## config.mk

```make
export PLATFORM = sky130hd
export DESIGN_NAME = tlul_host_adapter_reg
export DESIGN_NICKNAME = d
export VERILOG_FILES = /design/src/rtl/tlul_host_adapter_reg.sv
export SDC_FILE = /design/constraint.sdc
export NUM_CORES = 1
export LEC_CHECK = 0
export CAP_MARGIN = 20
export CORE_AREA = 2 2 106 108
export DETAILED_ROUTE_END_ITERATION = 10
export DIE_AREA = 0 0 108 110
export DONT_BUFFER_PORTS = 1
export PLACE_DENSITY_LB_ADDON = 0.3
export SYNTH_ARGS = -nofsm -noshare
export SYNTH_HDL_FRONTEND = slang
export SYNTH_SLANG_ARGS = --single-unit
```

## constraint.sdc

```tcl
create_clock -name clk_i -period 4 [get_ports clk_i]
set_input_delay 0.8 -clock clk_i [delete_from_list [all_inputs] [get_ports clk_i]]
set_output_delay 0.8 -clock clk_i [all_outputs]
set_load 0.005 [all_outputs]
```

## src/rtl/tlul_host_adapter_reg.sv

```systemverilog
// tlul_host_adapter_reg
//   Register-style TL-UL initiator. A client hands over one request
//   (req/gnt), the adapter runs it on the A channel, waits for the D
//   response and reports a single-cycle completion (valid/rdata/err).
//   One transaction outstanding at a time; optional command integrity
//   generation, response integrity checking and a response timeout.
//
// Ports
//   clk_i, rst_i           clock, asynchronous active-high reset
//   req_i / gnt_o          client request / accepted this cycle
//   we_i, addr_i, wdata_i, be_i   request attributes
//   valid_o, rdata_o, err_o       completion pulse and its result
//   busy_o                 transaction in flight or being drained
//   intg_err_o             sticky response-integrity error
//   tl_o / tl_i            TL-UL host request / device response

package tlul_pkg;
  localparam int TL_AW  = 32;
  localparam int TL_DW  = 32;
  localparam int TL_DBW = TL_DW / 8;
  localparam int TL_AIW = 8;

  localparam logic [2:0] PutFullData    = 3'h0;
  localparam logic [2:0] PutPartialData = 3'h1;
  localparam logic [2:0] Get            = 3'h4;
  localparam logic [2:0] AccessAck      = 3'h0;
  localparam logic [2:0] AccessAckData  = 3'h1;

  typedef struct packed {
    logic [6:0] cmd_intg;
    logic [6:0] data_intg;
  } tl_a_user_t;

  typedef struct packed {
    logic [6:0] rsp_intg;
    logic [6:0] data_intg;
  } tl_d_user_t;

  typedef struct packed {
    logic              a_valid;
    logic [2:0]        a_opcode;
    logic [2:0]        a_param;
    logic [1:0]        a_size;
    logic [TL_AIW-1:0] a_source;
    logic [TL_AW-1:0]  a_address;
    logic [TL_DBW-1:0] a_mask;
    logic [TL_DW-1:0]  a_data;
    tl_a_user_t        a_user;
    logic              d_ready;
  } tl_h2d_t;

  typedef struct packed {
    logic              d_valid;
    logic [2:0]        d_opcode;
    logic [2:0]        d_param;
    logic [1:0]        d_size;
    logic [TL_AIW-1:0] d_source;
    logic              d_sink;
    logic [TL_DW-1:0]  d_data;
    tl_d_user_t        d_user;
    logic              d_error;
    logic              a_ready;
  } tl_d2h_t;

  // 7-bit check code: bit i%7 accumulates the parity of every 7th input bit.
  function automatic logic [6:0] intg_code(input logic [63:0] d);
    logic [6:0] c;
    c = '0;
    for (int i = 0; i < 64; i++) c[i % 7] = c[i % 7] ^ d[i];
    return c;
  endfunction
endpackage

module tlul_host_adapter_reg
  import tlul_pkg::*;
#(
  parameter int RegAw              = 32,
  parameter int RegDw              = 32,
  parameter int SourceId           = 0,
  parameter int EnableCmdIntgGen   = 0,
  parameter int EnableRspIntgCheck = 0,
  parameter int TimeoutCycles      = 0
) (
  input  logic               clk_i,
  input  logic               rst_i,
  input  logic               req_i,
  output logic               gnt_o,
  input  logic               we_i,
  input  logic [RegAw-1:0]   addr_i,
  input  logic [RegDw-1:0]   wdata_i,
  input  logic [RegDw/8-1:0] be_i,
  output logic               valid_o,
  output logic [RegDw-1:0]   rdata_o,
  output logic               err_o,
  output logic               busy_o,
  output logic               intg_err_o,
  output tl_h2d_t            tl_o,
  input  tl_d2h_t            tl_i
);

  typedef enum logic [1:0] {IDLE, ADDR, DATA, DRAIN} state_e;

  localparam int CntW = (TimeoutCycles > 0) ? $clog2(TimeoutCycles + 1) : 1;

  state_e             r_state;
  logic               r_we;
  logic [RegAw-1:0]   r_addr;
  logic [RegDw-1:0]   r_wdata;
  logic [RegDw/8-1:0] r_be;
  logic [CntW-1:0]    r_cnt;
  logic               r_valid;
  logic               r_err;
  logic [RegDw-1:0]   r_rdata;
  logic               r_intg_err;

  logic               w_gnt;
  logic               w_d_ready;
  logic [2:0]         w_aop;
  logic [RegAw-1:0]   w_addr_al;
  logic [TL_AW-1:0]   w_addr_tl;
  logic [TL_DBW-1:0]  w_mask;
  logic [2:0]         w_exp_dop;
  logic               w_rsp_intg_err;
  logic               w_rsp_err;
  logic               w_timeout;
  logic               w_unused;

  // Grant is held off during the completion cycle so consecutive grants
  // are spaced by the full request/response round trip.
  assign w_gnt     = !rst_i && (r_state == IDLE) && !r_valid && req_i;
  assign w_d_ready = (r_state == DATA) || (r_state == DRAIN);

  assign w_aop     = r_we ? ((&r_be) ? PutFullData : PutPartialData) : Get;
  assign w_addr_al = {r_addr[RegAw-1:2], 2'b00};
  assign w_addr_tl = TL_AW'(w_addr_al);
  assign w_mask    = r_we ? r_be : '1;
  assign w_exp_dop = r_we ? AccessAck : AccessAckData;

  assign w_rsp_intg_err = (EnableRspIntgCheck != 0) &&
    ((intg_code(64'({tl_i.d_opcode, tl_i.d_size, tl_i.d_error})) != tl_i.d_user.rsp_intg) ||
     (intg_code(64'(tl_i.d_data)) != tl_i.d_user.data_intg));

  assign w_rsp_err = tl_i.d_error ||
                     (tl_i.d_source != TL_AIW'(SourceId)) ||
                     (tl_i.d_opcode != w_exp_dop) ||
                     w_rsp_intg_err;

  // Fires in the last permitted DATA cycle when no response shows up;
  // a response arriving in that same cycle wins.
  assign w_timeout = (TimeoutCycles > 0) && (r_state == DATA) && !tl_i.d_valid &&
                     (r_cnt == CntW'(TimeoutCycles - 1));

  assign w_unused = ^{tl_i.d_param, tl_i.d_size, tl_i.d_sink, tl_i.d_user, r_addr[1:0]};

  always_ff @(posedge clk_i or posedge rst_i) begin
    if (rst_i) begin
      r_state    <= IDLE;
      r_we       <= 1'b0;
      r_addr     <= '0;
      r_wdata    <= '0;
      r_be       <= '0;
      r_cnt      <= '0;
      r_valid    <= 1'b0;
      r_err      <= 1'b0;
      r_rdata    <= '0;
      r_intg_err <= 1'b0;
    end else begin
      r_valid <= 1'b0;
      case (r_state)
        IDLE: begin
          if (w_gnt) begin
            r_we    <= we_i;
            r_addr  <= addr_i;
            r_wdata <= wdata_i;
            r_be    <= be_i;
            r_state <= ADDR;
          end
        end
        ADDR: begin
          if (tl_i.a_ready) begin
            r_cnt   <= '0;
            r_state <= DATA;
          end
        end
        DATA: begin
          if (tl_i.d_valid) begin
            r_valid <= 1'b1;
            r_err   <= w_rsp_err;
            r_rdata <= (!w_rsp_err && !r_we) ? tl_i.d_data : '1;
            r_state <= IDLE;
          end else if (w_timeout) begin
            r_valid <= 1'b1;
            r_err   <= 1'b1;
            r_rdata <= '1;
            r_state <= DRAIN;
          end else begin
            r_cnt <= r_cnt + 1'b1;
          end
        end
        DRAIN: begin
          // The late response is swallowed without a completion.
          if (tl_i.d_valid) r_state <= IDLE;
        end
        default: r_state <= IDLE;
      endcase
      if (w_d_ready && tl_i.d_valid && w_rsp_intg_err) r_intg_err <= 1'b1;
    end
  end

  always_comb begin
    tl_o           = '0;
    tl_o.a_valid   = (r_state == ADDR);
    tl_o.a_opcode  = w_aop;
    tl_o.a_param   = 3'h0;
    tl_o.a_size    = 2'd2;
    tl_o.a_source  = TL_AIW'(SourceId);
    tl_o.a_address = w_addr_tl;
    tl_o.a_mask    = w_mask;
    tl_o.a_data    = r_wdata;
    tl_o.d_ready   = w_d_ready;
    if (EnableCmdIntgGen != 0) begin
      tl_o.a_user.cmd_intg  = intg_code(64'({w_aop, w_addr_tl, w_mask}));
      tl_o.a_user.data_intg = intg_code(64'(r_wdata));
    end
  end

  assign gnt_o      = w_gnt;
  assign valid_o    = r_valid;
  assign err_o      = r_err;
  assign rdata_o    = r_rdata;
  assign busy_o     = (r_state != IDLE);
  assign intg_err_o = r_intg_err;

endmodule

```

# Yosys cells after proc, flatten, opt, wreduce, memory -nomap -nowiden
# Index checks and enable logic that the tools add are counted.
# classes
n_eq_ne	7
n_mux	11
n_reduce_logical	19
# op_table
op	n
$mux 32	1
$reduce_bool 8->1	1
$mux 2	3
$pmux 2 s3	1
$eq 2x2->1 const B	2
$logic_and 1x1->1	4
$logic_not 1->1	4
$mux 1	4
$mux 4	1
$ne 2x1->1 const B	2
$reduce_and 2->1	2
$reduce_and 4->1	1
$logic_or 1x1->1	3
$mux 3	1
$ne 3x1->1	1
$reduce_and 3->1	1
$eq 2x1->1 const B	1
$logic_not 2->1	1
$ne 2x2->1 const B	1
$reduce_bool 2->1	1
$reduce_or 2->1	1
# totals
register_bits	105
inputBits	138
output_inout_bits	137
word_cells	45

# Longest topological paths before layout
# depth
depth_word	6
mapped_depth	5
mapped_depth_nobuf	3

# Worst setup path before layout
# OpenSTA, ideal clock, no wires.
# synth_timing
path_kind	input to output
from	in rst_i
to	out gnt_o
arrival_time_ns	1.490
required_ns	3.200
path_slack_ns	1.710
cell_stages	5
path_buffers	2
cell_sequence	nor4_2 nand2_1 buf_6 buf_6 inv_1
# synth_between
elab_chain_len	4
# synth_rtl
item	line_no	text
start, declared	85	input logic rst_i,
$logic_not 1->1 (no line)	-	
$logic_and 1x1->1 (3 in a row)	130	assign w_gnt = !rst_i && (r_state == IDLE) && !r_valid && req_i;
end, declared	87	output logic gnt_o,
# Every way passes these cells.

# Worst setup path in the final report
# layout_timing
from	reg r_state[1]
to	out gnt_o
# layout_between
elab_chain_len	4
# layout_rtl
item	line_no	text
start, declared	105	state_e r_state;
start signal, assigned	157	r_state <= IDLE;
start signal, assigned	176	r_state <= ADDR;
start signal, assigned	182	r_state <= DATA;
$logic_not 2->1	130	
$logic_and 1x1->1 (3 in a row)	130	
# Every way passes these cells.

==> out/qor.txt <==
fin nets -> 477
vias per cell -> 5.019
worst vdd ir -> 252.9 uV
Ports -> 275
Avg WL per Cell -> 18.19 um
#FFs+latches synth -> 103
RSZ-0062 raised after global routing -> no
layout cells sized above 1 -> 26.74%
number of gates resized after CTS -> 0
GPL Wtd Cong -> 0.7516
Lkg Pwr -> 1.936 nW
Die X -> 108 um
synthesized area -> 4327 um2
critical path's slowest cell -> dfrtp_1
remaining antenna violation count -> 0
fraction of the yosys area taken by sequential cells -> 59.57%
hold_buf cts -> 0
Inst Count DP -> 465
Synthesis Warnings -> 0
Critical Path RT -> 3200 ps
syn avg cell area -> 12.40 um2
Worst Skew -> 12.81 ps
clock slew at reported path FFs -> 100 ps
worst slew pin tran -> 917.4 ps
Final Hold Vio Count -> 0
DRT iter0 DRCs -> 107
reg-to-reg setup timing slack -> 1810 ps
final worst-path cycle share -> 62.96%
Setup CP Type -> flop to output port
# diodes -> 0
port bufs -> 0
slowest cell delay on critical path -> 510 ps
area growth from synthesis to layout -> 5.495%
final worst path period need -> 2518 ps
drt first pass iters -> 4
largest net degree at the start of global routing -> 77
Core Area -> 10700 um2
Post-CTS Setup Inserts -> 0
startpoint types -> flop
first-pass GRT wire length -> 12570 um
post-synthesis cell type count -> 25
Starting Density -> 40.44%
Residual DRC -> 0
status -> finished, final reports clean
Final TNS setup -> 0 ps
Worst Path Max Fanout -> 17
hpwl dp -> 6371 um
CP cell instances -> nor4_2 > nand2_2 > inv_1
GR Overflow Total -> 0
Worst Setup End Kind -> output port
commonest non-fill, non-tap cells in the layout -> 103 x dfrtp_1, 65 x nor2_1, 59 x mux2_2
Max Cap Viol -> 0
final core utilization -> 42.67%
CTS tree -> done
Die ar. -> 11880 um2
fmax -> 397.1 MHz
clock latency on the worst-skew pair -> 360 ps
worst relative slew slack -> 38.84%
PD cells -> 708.9 nW/um2
vias in the first global route -> 2452
max-slew violation count -> 0
clk buf depth -> 2
Post-Syn Instances -> 349
initial antenna violation count -> 0
commonest non-fill, non-tap cell in the layout -> dfrtp_1
CTS root buffer -> clkbuf_8
H-tree depth -> 3
clock sink total -> 103
drt total wl -> 8806 um
worst hold-check path type -> primary input to async pin
hold_ws -> 490.3 ps
Final setup viols -> 0
die span in y -> 110 um
# rows -> 38
crit path DAT -> 1720 ps
Final Non-Filler Cells -> 484
TritonCTS Buffers -> 9
GR Util All Layers -> 13.92%
DR vias -> 2429
synth_stat cells (all sizes together):
master | instances | area [um2]
a22o | 1 | 8.760
a31oi | 33 | 206.5
a41oi | 1 | 8.760
and3 | 1 | 6.260
and3b | 1 | 8.760
buf | 48 | 329.1
clkbuf | 7 | 26.28
conb | 2 | 7.510
dfrtp | 103 | 2577
inv | 4 | 15.01
mux2 | 67 | 784.5
mux2i | 1 | 10.01
nand2 | 3 | 11.26
nand2b | 5 | 31.28
nor2 | 65 | 244.0
nor2b | 1 | 6.260
nor3 | 1 | 5.000
nor4 | 3 | 25.02
or2 | 1 | 6.260
xor2 | 1 | 8.760
power breakdown:
| group | switching (mW) | internal [mW] |
|---|---|---|
| registers | 0.359 | 1.47 |
| logic | 0.299 | 0.417 |
| clock network | 0.343 | 0.351 |
through the flow:
step           power (mW)  cell area (um2)  worst slack (ps)
3_5_place_dp        2.564             4277              1527
4_1_cts             3.261             4489              1404
5_1_grt             3.447             4564              1322
6_report            3.236             4564              1482
3_3_place_gp        2.516             4277              1590
2_1_floorplan       2.382             4436             496.2
registers in the layout (all words and copies together), names as in the netlist:
name,flops
valid_o,1
rdata_o,32
r_state,2
r_be,4
r_we,1
r_wdata,32
r_addr,30
err_o,1
critical path, delay by kind of cell (launching register included):
family / cells / cell delay (ps)
buffers and inverters: 1 / 160
AND/OR/NAND/NOR: 2 / 700
flip-flops: 1 / 510
per-layer routing:
layer | track usage (%) | vias to the layer above | wire (um)
li1 | - | 1095 | -
met1 | 15.29 | 1186 | 3243
met2 | 24.17 | 132 | 4615
met3 | 4.938 | 16 | 743
met4 | 6.593 | 0 | 203
met5 | 0 | - | 0
worst paths after layout:
path,start,end,depth (start not counted)
worst max register to register,r_state[1],r_addr[6],4
worst min register to register,r_wdata[10],r_wdata[10],1
max in group asynchronous,rst_i,r_addr[9],2
worst max-delay path,r_state[1],gnt_o,3
min in group clk_i,r_wdata[10],r_wdata[10],1
worst min-delay path,rst_i,rdata_o[16],1
logic make-up after synthesis:
family / share of synthesized area (%)
AO/OA/AOI/OAI: 5.177
XOR/XNOR: 0.2025
buffers and inverters: 8.560
flip-flops: 59.57
multiplexers: 18.36
other: 0.1736
AND/OR/NAND/NOR: 7.953
final cells by class:
cell class              instances  area [um2]
inverters                       4       17.52
clock inverters                 6       85.08
well taps                     140       175.2
multi-input cells             216        1491
flip-flops and latches        103        2577
fillers                       997        6133
clock buffers                  10       127.6
repair buffers                  5       90.09
No activity file was read; power rests on OpenSTA's default activity.
